<file path="config.mk">
export PLATFORM = sky130hd
export DESIGN_NAME = array_div8
export DESIGN_NICKNAME = d
export VERILOG_FILES = /design/src/rtl/array_div8.sv
export SDC_FILE = /design/constraint.sdc
export NUM_CORES = 1
export LEC_CHECK = 0
export CORE_ASPECT_RATIO = 1.1
export CORE_MARGIN = 10
export CORE_UTILIZATION = 57
export DETAILED_ROUTE_END_ITERATION = 7
export PLACE_DENSITY = 0.85
export REMOVE_ABC_BUFFERS = 1
export SYNTH_ARGS = -nofsm -noshare
export SYNTH_HDL_FRONTEND = slang
export SYNTH_SLANG_ARGS = --single-unit
</file>
<file path="constraint.sdc">
create_clock -name clk -period 5.5 [get_ports clk]
set_input_delay 1.375 -clock clk [delete_from_list [all_inputs] [get_ports clk]]
set_output_delay 1.375 -clock clk [all_outputs]
set_load 0.05 [all_outputs]
</file>
<file path="src/rtl/array_div8.sv">
// array_div8 -- sequential restoring divider, unsigned operands.
// One quotient bit per clock. Operands enter through a start/busy/done
// handshake. Latency is WIDTH+2 cycles from the accepted start edge.
//
// Optional feature macro: ARRAY_DIV8_DBZ_EN
//   defined   : a zero divisor skips the iterations (done 2 cycles after
//               acceptance) and raises dbz with the result.
//   undefined : dbz is tied low; a zero divisor runs the normal algorithm.
//
// Ports
//   clk        clock, all registers update on the rising edge
//   rst        synchronous active-high reset
//   start      request a division, sampled only while busy=0
//   dividend   unsigned dividend, captured on the accepted start edge
//   divisor    unsigned divisor, captured on the accepted start edge
//   busy       high while a division is in progress
//   done       one-cycle pulse, quotient/remainder/dbz valid
//   quotient   result quotient, held until the next result
//   remainder  result remainder, held until the next result
//   dbz        divide-by-zero flag, valid with done
module array_div8 #(
    parameter int WIDTH = 8
) (
    input  logic             clk,
    input  logic             rst,
    input  logic             start,
    input  logic [WIDTH-1:0] dividend,
    input  logic [WIDTH-1:0] divisor,
    output logic             busy,
    output logic             done,
    output logic [WIDTH-1:0] quotient,
    output logic [WIDTH-1:0] remainder,
    output logic             dbz
);

    localparam int CW = (WIDTH > 1) ? $clog2(WIDTH) : 1;

    typedef enum logic [1:0] {S_IDLE, S_LOAD, S_ITER, S_DONE} state_t;

    state_t           state_q;
    logic [WIDTH:0]   p_q;      // partial remainder, one guard bit
    logic [WIDTH-1:0] q_q;      // dividend shifting out, quotient shifting in
    logic [WIDTH-1:0] d_q;
    logic [CW-1:0]    cnt_q;
    logic             busy_q;
    logic             done_q;
    logic [WIDTH-1:0] quot_q;
    logic [WIDTH-1:0] rem_q;

    // One restoring step: shift, trial subtract, keep on no borrow.
    logic [WIDTH:0]   p_sh;
    logic [WIDTH:0]   t;
    logic [WIDTH:0]   p_d;
    logic [WIDTH-1:0] q_d;

    always_comb begin
        p_sh = {p_q[WIDTH-1:0], q_q[WIDTH-1]};
        t    = p_sh - {1'b0, d_q};
        if (!t[WIDTH]) begin
            p_d = t;
            q_d = {q_q[WIDTH-2:0], 1'b1};
        end else begin
            p_d = p_sh;
            q_d = {q_q[WIDTH-2:0], 1'b0};
        end
    end

    // A start is accepted in IDLE and also in the DONE cycle (busy is low
    // there), which gives back-to-back issue.
    logic accept;
    assign accept = start && ((state_q == S_IDLE) || (state_q == S_DONE));

`ifdef ARRAY_DIV8_DBZ_EN
    logic dbz_q;
    assign dbz = dbz_q;
`else
    assign dbz = 1'b0;
`endif

    always_ff @(posedge clk) begin
        if (rst) begin
            state_q <= S_IDLE;
            p_q     <= '0;
            q_q     <= '0;
            d_q     <= '0;
            cnt_q   <= '0;
            busy_q  <= 1'b0;
            done_q  <= 1'b0;
            quot_q  <= '0;
            rem_q   <= '0;
`ifdef ARRAY_DIV8_DBZ_EN
            dbz_q   <= 1'b0;
`endif
        end else begin
            // Operands are taken on the accepting edge itself, so the
            // inputs are free to change from the LOAD cycle onward.
            if (accept) begin
                state_q <= S_LOAD;
                p_q     <= '0;
                q_q     <= dividend;
                d_q     <= divisor;
                busy_q  <= 1'b1;
            end
            case (state_q)
                S_IDLE: done_q <= 1'b0;
                S_LOAD: begin
                    cnt_q <= CW'(WIDTH - 1);
`ifdef ARRAY_DIV8_DBZ_EN
                    if (d_q == '0) begin
                        state_q <= S_DONE;
                        busy_q  <= 1'b0;
                        done_q  <= 1'b1;
                        quot_q  <= '1;
                        rem_q   <= q_q;
                        dbz_q   <= 1'b1;
                    end else begin
                        state_q <= S_ITER;
                    end
`else
                    state_q <= S_ITER;
`endif
                end
                S_ITER: begin
                    p_q   <= p_d;
                    q_q   <= q_d;
                    cnt_q <= cnt_q - CW'(1);
                    // The last step lands straight in the output registers.
                    if (cnt_q == '0) begin
                        state_q <= S_DONE;
                        busy_q  <= 1'b0;
                        done_q  <= 1'b1;
                        quot_q  <= q_d;
                        rem_q   <= p_d[WIDTH-1:0];
`ifdef ARRAY_DIV8_DBZ_EN
                        dbz_q   <= 1'b0;
`endif
                    end
                end
                S_DONE: begin
                    done_q <= 1'b0;
                    if (!accept) state_q <= S_IDLE;
                end
                default: state_q <= S_IDLE;
            endcase
        end
    end

    assign busy      = busy_q;
    assign done      = done_q;
    assign quotient  = quot_q;
    assign remainder = rem_q;

endmodule

</file>
# --- After elaboration in Yosys (flattened, before gate mapping) ---
# Cells that the tools add are included.
classes:
  n_bitwise: 0
  mul: 0
  add_sub_neg: 2
  mux: 16
  n_eq_ne: 4
  shifts: 0
  reduce_logical: 10
  magnitude_cmp: 0
  div_mod_pow: 0
op_table:
  columns: ["operator", "n"]
  rows:
  - ["8-bit two-way mux", 5]
  - ["9-bit by 8-bit subtractor with 9-bit output", 1]
  - ["2-bit two-way mux", 3]
  - ["2-bit case mux with 3 select lines", 1]
  - ["3-bit case mux with 2 select lines", 1]
  - ["2-bit nonzero test", 3]
  - ["1-bit two-way mux", 5]
  - ["2-bit == test (second input constant)", 2]
  - ["2-bit AND reduction", 2]
  - ["3-bit logical NOT", 1]
  - ["3-bit by 1-bit subtractor with 3-bit output (second input constant)", 1]
  - ["2-bit by 1-bit == test with 1-bit output (second input constant)", 1]
  - ["2-bit logical NOT", 1]
  - ["2-bit != test (second input constant)", 1]
  - ["1-bit case mux with 2 select lines", 1]
  - ["2-bit OR reduction", 1]
  - ["1-bit logical AND", 1]
  - ["1-bit logical OR", 1]
word_totals:
  reg_bits: 47
  out_inout_bits: 19
  mem_count: 0
  ramBits: 0
  latchBits: 0
  romBits: 0
  word_cells: 41

# --- Depth between registers and ports, before layout ---
# Gate-level depths: netlist (run 1).
depth:
  word_depth: 6
  depth_mapped: 10

# --- Worst setup path after synthesis (run 1) ---
# No wires, ideal clock.
synth_timing:
  path_type: "in2reg"
  start: "input rst"
  end: "register rem_q[7], in the netlist remainder[7]"
  slack_ns: 3.010
  path_buffers: 2
  t_arrival_ns: 2.361
  stages: 6
  path_cell_list: "clkbuf_1 > nand2b_1 > nor2_1 > clkbuf_1 > a32oi_1 > o31ai_1"
synth_lines:
  columns: ["element", "line", "text"]
  rows:
  - ["start, declared", "25", "input logic rst,"]
  - ["end signal, assigned", "133", "rem_q <= p_d[WIDTH-1:0];"]
  - ["end, declared", "48", "logic [WIDTH-1:0] rem_q;"]

==> reports/metrics.cfg, run 1 <==
[sta]
rsz0062_at_grt=false
fin_crit_ns=3.00
drv_slew=0
fin_setup_tns_ns=0
tightest_slew_ns=0.980
worst_slack_ns=2.50
slew_headroom=0.344
fmax_mhz=334
finalCritPeriodShare=0.545
hold_violations=0
finClkSkew_ns=0.00981
setup_viol=0

[cells_and_area]
multi_input_area_um2=1230
area_delta_synth_final_pct=19.7
stdcell_count=354
nFillCells=310
diodes=0
fin_nets=334
regArea_um2=941
layout-drive-gt1-share=0.0497

[route]
dr.pass1.iters=4
vias=2003
routed_wl_um=5320
wl_per_cell_um=15.0
initialDrtViolationCount=71
avgViaCountPerCell=5.66
route.detailed.drc=0
postRouteAntennaNets=0

[synth]
synth-edff-count=0
synth_xor_area_frac=0.0153
yosys.area.top_type_share=0.410
synth_compound_area_frac=0.236
synth_top_family_by_area=compound AO/OA/AOI/OAI gates
yosys.area_share.simple=0.163
async_reset_ff_frac=0
yosys.area_share.adder=0.0797
synth_mux_area_frac=0.0393
syn_area_um2=2290
synth_warnings=0
synth.area.top_cells=dfxtp_1 (41%), nand2_1 (7.5%), a21oi_1 (7.2%)
yosys.area.top_type=dfxtp_1
synth_seq_area_share=0.410
synthesis.instances=271
synth_seq_cells=47
synth_area_per_cell_um2=8.46
synthDistinctLibCells=40
synth_ff_type=dfxtp_1

[setup_path]
startpoint_type=input port
critPathMaxFanout=27
rrSetupSlack_ns=2.82
worstPathRequired_ns=5.75
cpLargestDelayFamily=simple AND/OR/NAND/NOR gates
path_buf_inv=2
slowest_delay_ns=0.62
cp_cell_sequence=clkdlybuf4s50_1 > buf_4 > nand2b_1 > nor2_1 > a32o_1 > a21o_1
cp_data_arrival_time_ns=3.25
crit_start=rst
critPathCaptureType=register
crit_slowest_cell=nor2_1
crit_type=input port to register
crit-reg2reg-launch=q_q[7]

[grt]
grt-ovfl-total=0
grt_pass1_vias=1942
grt_pass1_wl_um=8820
antenna_found_initial=0
grt_start_max_net_pins=28
track_usage=0.154

[min_path]
hold_path_startpoint=d_q[6]
hold_path.class=register to register

[place]
dp_hpwl_um=3870
dpl_worst_slack_ns=2.18
place_congestion=0.799
portBuffers=36
placed_cells=346

[run]
drv_cap=0

[clocking]
clkSinkCount=47
clk_path_buf_depth=2
cts_buffers=5
clk_pin_slew_ns=0.09
cts_tree=yes
root_buffer=clkbuf_8
post_cts_buffers=0
htreeDepth=2
postCtsHoldBufs=0
insertion_delay_ns=0.30
cts-resized-gates=0

[pwr]
power_density_nw_per_um2=513
peakVddDrop_mv=0.297
power.leakage_nw=1.08

[floorplanning]
die_h_um=86.5
die_area_um2=6960
start_util=0.583
io_pins=38
rows=24
coreArea_um2=3930
die_w_um=80.5

[outcome]
status=finished, final reports clean

[metal layers]
layer / vias up / track usage / wire (um) / part of all wire
met3: 7 / 0.0569 / 343 / 0.064
li1: 996 / - / - / -
met1: 949 / 0.172 / 2240 / 0.42
met5: - / 0 / 0 / 0
met4: 0 / 0.0369 / 51 / 0.0096
met2: 51 / 0.267 / 2690 / 0.50
[synthesized netlist by cell type (2+ instances only)]
library cell and instances:
dfxtp_1 47, nand2_1 46, a21oi_1 33, nor2_1 18, inv_1 15, ha_1 13, clkbuf_1 10, a22o_1 9
mux2i_1 9, o21ai_0 9, o21ai_1 7, nand2b_1 5, nor2b_1 4, nor3_1 4, xor2_1 4, a21o_1 3
nand3_1 3, a211oi_2 2, a32o_1 2, a32oi_1 2, and2_1 2, buf_2 2, o211a_1 2, o211ai_1 2
o211ai_2 2, o31ai_1 2
[layout by cell type (no fill, tap or decap), types with 2 or more instances in the layout]
master / count
a211oi_2: 2
a21o_1: 3
a21oi_1: 33
a22o_1: 9
a32o_1: 2
a32oi_1: 2
and2_1: 2
buf_4: 2
clkbuf_1: 2
clkbuf_8: 5
clkdlybuf4s50_1: 36
dfxtp_1: 47
ha_1: 13
inv_1: 15
mux2i_1: 9
nand2_1: 46
nand2b_1: 5
nand3_1: 3
nor2_1: 18
nor2b_1: 4
nor3_1: 4
o211a_1: 2
o211ai_1: 2
o211ai_2: 2
o21ai_0: 9
o21ai_1: 7
o31ai_1: 2
xor2_1: 4
[worst paths after layout]
check / cells past startpoint / to
worst max-delay path: 6 / remainder[5]
worst min-delay path: 2 / d_q[6]
worst max register to register: 9 / remainder[0]
worst min register to register: 2 / d_q[6]
[where the power goes]
group,switching (mW),total (mW),internal [mW]
Sequential,0.0480,0.456,0.408
Combinational,0.465,0.753,0.288
Clock,0.109,0.198,0.0893
Total,0.621,1.41,0.786
[per-stage QoR]
| stage | area, um^2 | power [mW] | hold slack [ns] | util |
|---|---|---|---|---|
| after floorplan | 2220 | 1.02 | 0.430 | - |
| after global placement | 2660 | 1.18 | 0.443 | 0.677 |
| after detailed placement | 2660 | 1.21 | 0.448 | 0.677 |
| after CTS | 2750 | 1.41 | 0.460 | 0.698 |
| after global routing | 2750 | 1.51 | 0.480 | 0.698 |
| final | 2750 | 1.41 | 0.457 | 0.698 |
[worst register-to-register path: cells and delay by family, from the launching register on]
family                     cells  cell delay [ns]
muxes                          1             0.36
adders and majority gates      2             0.58
buffers and inverters          2             0.13
AOI/OAI and AO/OA              4             1.22
DFF                            1             0.32
[cell families after synthesis]
kind of cell | count (synthesis)
AOI/OAI and AO/OA | 81
muxes | 9
other | 1
adders and majority gates | 14
xor gates and xnor gates | 4
and+or+nand+nor | 85
DFF | 47
buffers and inverters | 30
[registers in the layout, summed over array words and instances (netlist names)]
| register | flops |
|---|---|
| state_q | 2 |
| p_q | 8 |
| d_q | 8 |
| remainder | 8 |
| quotient | 8 |
| busy | 1 |
| cnt_q | 3 |
| done | 1 |
| q_q | 8 |
[layout make-up]
type,count,area share
clock buffer,7,0.0278
multi-input combinational,194,0.447
inverter,15,0.0205
tap,52,0.0237
timing repair buffer,38,0.137
sequential,47,0.343
clock inverter,1,0.00182
(Power assumes the default switching activity.)
==> run 2, diff against run 1 <==
--- a/config.mk
+++ b/config.mk
@@ -7,9 +7,9 @@
 export LEC_CHECK = 0
 export CORE_ASPECT_RATIO = 1.1
 export CORE_MARGIN = 10
-export CORE_UTILIZATION = 57
+export CORE_UTILIZATION = 53
 export DETAILED_ROUTE_END_ITERATION = 7
-export PLACE_DENSITY = 0.85
+export PLACE_DENSITY = 0.79
 export REMOVE_ABC_BUFFERS = 1
 export SYNTH_ARGS = -nofsm -noshare
 export SYNTH_HDL_FRONTEND = slang
==> constraint.sdc (replaced) <==
create_clock -name clk -period 2.8 [get_ports clk]
set_input_delay 0.7 -clock clk [delete_from_list [all_inputs] [get_ports clk]]
set_output_delay 0.7 -clock clk [all_outputs]
set_load 0.05 [all_outputs]
==> run 2 against run 1 <==
  * Flip-flop and latch count did not move
  * Cell area increased by 2.1%
  * Sequential share of layout area fell by 0.70 points
  * Register-to-register slack got worse by 2.6 ns
  * Wire length increased by 3.0%
  * Non-clock buffer count up 7
  * Setup slack got worse by 2.3 ns
  * Critical endpoint is now remainder[0]
  * Largest cell class unchanged
  * Largest power group unchanged
  * Highest routed layer unchanged
==> reports/metrics.cfg, run 2 (synthesis results as in run 1) <==
[place]
placed_area_um2=2720  ; +2.1%
placed_cells=355  ; +2.6%
portBuffers=36  ; unchanged
dp_hpwl_um=4220  ; +9.0%
place_congestion=0.814  ; +1.9%

[run]
drv_cap=0  ; unchanged

[setup_path]
cp_data_arrival_time_ns=2.82  ; -0.43 ns
crit_slowest_cell=fa_1
reg2regPathDepth=9  ; unchanged
crit_type=register to register
crit_start=q_q[7]
critPathMaxFanout=8  ; -70%
startpoint_type=register
slowest_delay_ns=0.42  ; -0.20 ns
crit_top_cell=inv_1
worstPathRequired_ns=3.05  ; -2.70 ns
crit-reg2reg-launch=q_q[7]
critPathCaptureType=register
r2r_end=remainder[0]
rrSetupSlack_ns=0.23  ; -2.59 ns
cp_cell_sequence=inv_1 > ha_1 > inv_1 > fa_1 > a211oi_2 > o211a_1 > o211a_2 > mux2i_1 > a22o_1

[floorplanning]
coreArea_um2=4250  ; +8.1%
die_h_um=89.0  ; +2.8%
die_area_um2=7360  ; +5.7%
io_pins=38  ; unchanged
start_util=0.539  ; -0.0439
die_w_um=82.7  ; +2.8%
rows=25  ; +4.2%

[grt]
grt_start_max_net_pins=26  ; -7.1%
grt.met3_usage=0.0443  ; -0.0127
met1_usage=0.180  ; +0.00788
use_met2=0.276  ; +0.00932
grt_pass1_vias=1997  ; +2.8%
grt_pass1_wl_um=9280  ; +5.2%
track_usage=0.160  ; +0.00614
top_usage_layer=met2
antenna_found_initial=0  ; unchanged
grt-ovfl-total=0  ; unchanged

[sta]
slew_headroom=0.528  ; +0.183
rsz0062_at_grt=false
drv_slew=0  ; unchanged
hold_slack_ns=0.462  ; +0.00487 ns
fmax_mhz=389
fin_crit_ns=2.57
setup_viol=0  ; unchanged
tightest_slew_ns=0.706  ; -0.274 ns
finClkSkew_ns=0.00321  ; -0.00660 ns
hold_violations=0  ; unchanged
finalCritPeriodShare=0.917
fin_setup_tns_ns=0  ; unchanged

[pwr]
switching_share=0.440  ; -0.00159
p_sw_mw=1.23  ; +98%
power_density_nw_per_um2=999  ; +95%
seqPwrFrac=0.320  ; -0.004
fin_total_pwr_mw=2.80  ; +99%
clkPwrFrac=0.141  ; about the same
power.leakage_nw=1.12  ; +3.3%
p_int_mw=1.57  ; +100%
peakVddDrop_mv=0.623  ; +110%
combPwrFrac=0.540  ; +0.005

[cells_and_area]
stdcell_count=363  ; +2.5%
final_cell_mix=dfxtp_1 (47), nand2_1 (46), clkdlybuf4s50_1 (36), a21oi_1 (33), nor2_1 (18)
fin_nets=341  ; +2.1%
final_common_cell=dfxtp_1
layout-drive-gt1-share=0.0809  ; +0.0312
post-route-cell-area_um2=2800  ; +2.1%
diodes=0  ; unchanged
nFillCells=379  ; +22%
area_delta_synth_final_pct=22.2

[clocking]
htreeDepth=2  ; unchanged
post_cts_buffers=0  ; unchanged
insertion_delay_ns=0.30  ; about the same
cts_tree=yes
clk_path_buf_depth=2  ; unchanged
clkSinkCount=47  ; unchanged
root_buffer=clkbuf_8
cts-resized-gates=0  ; unchanged
postCtsHoldBufs=0  ; unchanged
clk_pin_slew_ns=0.08  ; about the same
cts_buffers=5  ; unchanged

[route]
dr.pass1.iters=4  ; unchanged
vias=2010  ; +0.35%
avgViaCountPerCell=5.54  ; -2.1%
initialDrtViolationCount=142  ; +100%
wl_per_cell_um=15.1  ; +0.41%
postRouteAntennaNets=0  ; unchanged
route.detailed.drc=0  ; unchanged
routed_wl_um=5480  ; +3.0%

[min_path]
worstHoldPathCells=2  ; unchanged
hold_path_startpoint=d_q[6]
holdPathEnd=d_q[6]
hold_path.class=register to register

[outcome]
status=finished, final reports clean

## run 2: changes by cell type in the layout (fill, tap and decap cells not counted), sizes merged
cell / before / now
clkinv: 1 / 3
buf: 2 / 9
clkbuf: 7 / 5
## run 2: worst max-delay path, delay by kind of cell, from the launching register on
| kind | cells | cell delay [ns] |
|---|---|---|
| buf+inv | 2 | 0.13 |
| mux | 1 | 0.32 |
| flops | 1 | 0.33 |
| fa+ha+maj | 2 | 0.59 |
| compound gates | 4 | 1.13 |
## run 2: stage by stage
step | setup slack (ns) | utilization
6_report | 0.231 | 0.659
5_1_grt | 0.0821 | 0.659
4_1_cts | 0.166 | 0.659
3_5_place_dp | 0.192 | 0.639
3_3_place_gp | 0.262 | 0.639
2_1_floorplan | 0.598 | -
## run 2: how the worst max path moves through the flow
stage	to	cells past startpoint
2_1_floorplan	p_q[5]	6
3_3_place_gp	remainder[2]	9
3_5_place_dp	remainder[4]	9
4_1_cts	remainder[0]	9
5_1_grt	remainder[2]	9
6_report	remainder[0]	9
## run 2: final cells by class
| cell class | count | area, um^2 | area share |
|---|---|---|---|
| Tap cell | 54 | 67.6 | 0.0241 |
| Clock inverter | 3 | 15.0 | 0.00536 |
| Inverter | 15 | 56.3 | 0.0201 |
| Sequential cell | 47 | 941 | 0.336 |
| Multi-Input combinational cell | 194 | 1230 | 0.438 |
| Clock buffer | 5 | 68.8 | 0.0246 |
| Timing Repair Buffer | 45 | 428 | 0.153 |
## run 2: routing by layer
metal | vias up | wire length, um | part of all wire
met2 | 57 | 2690 | 0.49
li1 | 1013 | - | -
met3 | 7 | 331 | 0.060
met1 | 933 | 2370 | 0.43
met5 | - | 0 | 0
met4 | 0 | 82 | 0.015
## run 2: power groups by stage
stage	sequential [mW]	combinational [mW]	clock, mW
after floorplan	0.975	1.02	0
after global placement	0.904	1.46	0
after CTS	0.894	1.51	0.397
final	0.895	1.51	0.394
after global routing	0.915	1.67	0.434
after detailed placement	0.908	1.50	0
==> run 3, diff against run 2 <==
--- a/config.mk
+++ b/config.mk
@@ -11,6 +11,7 @@
 export DETAILED_ROUTE_END_ITERATION = 7
 export PLACE_DENSITY = 0.79
 export REMOVE_ABC_BUFFERS = 1
+export SKIP_CTS_REPAIR_TIMING = 1
 export SYNTH_ARGS = -nofsm -noshare
 export SYNTH_HDL_FRONTEND = slang
 export SYNTH_SLANG_ARGS = --single-unit
==> constraint.sdc (replaced) <==
create_clock -name clk -period 2.8 [get_ports clk]
set_input_delay 0.56 -clock clk [delete_from_list [all_inputs] [get_ports clk]]
set_output_delay 0.56 -clock clk [all_outputs]
set_load 0.05 [all_outputs]
==> run 3 against run 2 <==
  * Final cell count shrank 0.28%
  * Sequential share of layout area grew 0.12 points
  * Hold slack lost 0.0022 ns
  * Clock skew grew 0.00080 ns
  * Via count shrank 1.9%
  * Setup slack gained 0.065 ns
  * Register-to-register slack gained 0.07 ns
  * Global-route usage shrank 1.0 points
  * Clock power shrank 2%
  * Maximum frequency grew 2.6%
==> reports/metrics.cfg, run 3 (synthesis results as in run 1) <==
[outcome]
status=finished, final reports clean

[floorplanning]
coreArea_um2=4250  ; unchanged
die_h_um=89.0  ; unchanged
rows=25  ; unchanged
start_util=0.539  ; unchanged
die_w_um=82.7  ; unchanged
die_area_um2=7360  ; unchanged
io_pins=38  ; unchanged

[grt]
grt_start_max_net_pins=26  ; unchanged
grt_pass1_wl_um=8690  ; -6.4%
track_usage=0.150  ; -0.0101
antenna_found_initial=0  ; unchanged
grt-ovfl-total=0  ; unchanged
grt_pass1_vias=1869  ; -6.4%

[sta]
fin_setup_tns_ns=0  ; unchanged
fmax_mhz=399  ; +2.6%
slew_headroom=0.529  ; +0.00101
setup_viol=0  ; unchanged
finClkSkew_ns=0.00401  ; +0.000798 ns
tightest_slew_ns=0.705  ; -0.00152 ns
rsz0062_at_grt=false
hold_violations=0  ; unchanged
drv_slew=0  ; unchanged
finalCritPeriodShare=0.894  ; -0.0233
hold_slack_ns=0.460  ; -0.00219 ns
fin_crit_ns=2.50  ; -0.0653 ns

[cells_and_area]
area_delta_synth_final_pct=21.8
diodes=0  ; unchanged
layout-drive-gt1-share=0.0682  ; -0.0127
regArea_um2=941  ; unchanged
final_cell_mix=dfxtp_1 (47), nand2_1 (46), clkdlybuf4s50_1 (36), a21oi_1 (33), nor2_1 (18)
multi_input_area_um2=1230  ; unchanged
final_common_cell=dfxtp_1
fin_nets=340  ; -0.29%
nFillCells=381  ; +0.53%

[place]
dp_hpwl_um=3970  ; -5.8%
place_congestion=0.844  ; +3.7%
portBuffers=36  ; unchanged

[setup_path]
crit_type=register to register
critPathMaxFanout=8  ; unchanged
cp_data_arrival_time_ns=2.68  ; -0.14 ns
critPathCaptureType=register
worstPathRequired_ns=2.98  ; -0.07 ns
startpoint_type=register

[pwr]
power.leakage_nw=1.11  ; -0.45%
p_sw_mw=1.19  ; -3.5%
fin_total_pwr_mw=2.75  ; -1.7%
seqPwrFrac=0.325  ; +0.005
power_density_nw_per_um2=985  ; -1.4%
switching_share=0.432  ; -0.00776
peakVddDrop_mv=0.620  ; -0.43%
clkPwrFrac=0.140  ; about the same
p_int_mw=1.56  ; -0.36%
combPwrFrac=0.535  ; -0.005

[clocking]
cts_buffers=5  ; unchanged
clkSinkCount=47  ; unchanged
clk_path_buf_depth=2  ; unchanged
root_buffer=clkbuf_8
htreeDepth=2  ; unchanged
cts_tree=yes
insertion_delay_ns=0.30  ; about the same
clk_pin_slew_ns=0.08  ; about the same

[run]
drv_cap=0  ; unchanged

[min_path]
hold_path.class=register to register

[route]
dr.pass1.iters=6  ; +2
wl_per_cell_um=14.4  ; -4.3%
avgViaCountPerCell=5.44  ; -1.7%
route.detailed.drc=0  ; unchanged
postRouteAntennaNets=0  ; unchanged
routed_wl_um=5230  ; -4.6%
vias=1971  ; -1.9%
initialDrtViolationCount=130  ; -8.5%

## run 3: changes by cell type in the layout (fill, tap and decap cells not counted), sizes merged
cell    before  now
clkbuf       5    7
clkinv       3    1
buf          9    8
## run 3: per-layer routing
layer  wire length [um]  global-route usage
met1               2420               0.186
met2               2500               0.239
met3                268              0.0493
met4                 44              0.0441
met5                  0                   0
## run 3: layout make-up
type / count / area share
clock inverters: 1 / 0.00179
well taps: 54 / 0.0242
repair buffers: 44 / 0.151
multi-input cells: 194 / 0.439
clock buffers: 7 / 0.0273
inverters: 15 / 0.0202
flip-flops and latches: 47 / 0.337
## run 3: path summary, 6_finish.rpt
kind / slack (ns) / endpoint / start / cells past startpoint
max: 0.30 / remainder[1] / q_q[7] / 9
min reg2reg: 0.46 / d_q[1] / d_q[1] / 2
min: 0.46 / d_q[1] / d_q[1] / 2
max reg2reg: 0.30 / remainder[1] / q_q[7] / 9
## run 3: power groups by stage
stage	combinational [mW]	sequential [mW]	clock [mW]
2_1_floorplan	1.02	0.975	0
3_3_place_gp	1.44	0.903	0
6_report	1.47	0.895	0.386
4_1_cts	1.47	0.893	0.397
3_5_place_dp	1.47	0.907	0
5_1_grt	1.64	0.911	0.420
## run 3: through the flow
step / setup WS (ns) / utilization / instances / area, um^2
floorplan: 0.598 / - / 256 / 2220
global placement: 0.421 / 0.637 / 354 / 2710
detailed placement: 0.363 / 0.637 / 354 / 2710
CTS: 0.291 / 0.656 / 362 / 2790
global route: 0.102 / 0.656 / 362 / 2790
finish: 0.297 / 0.656 / 362 / 2790
## run 3: worst max-delay path, cell delays in order, from the launching register on
cell and delay [ns]:
dfxtp_1 0.31, inv_1 0.07, ha_1 0.15, inv_1 0.05, fa_1 0.42, a211oi_2 0.31, o211a_1 0.24, o211a_1 0.43
mux2i_1 0.30, o21ai_1 0.12
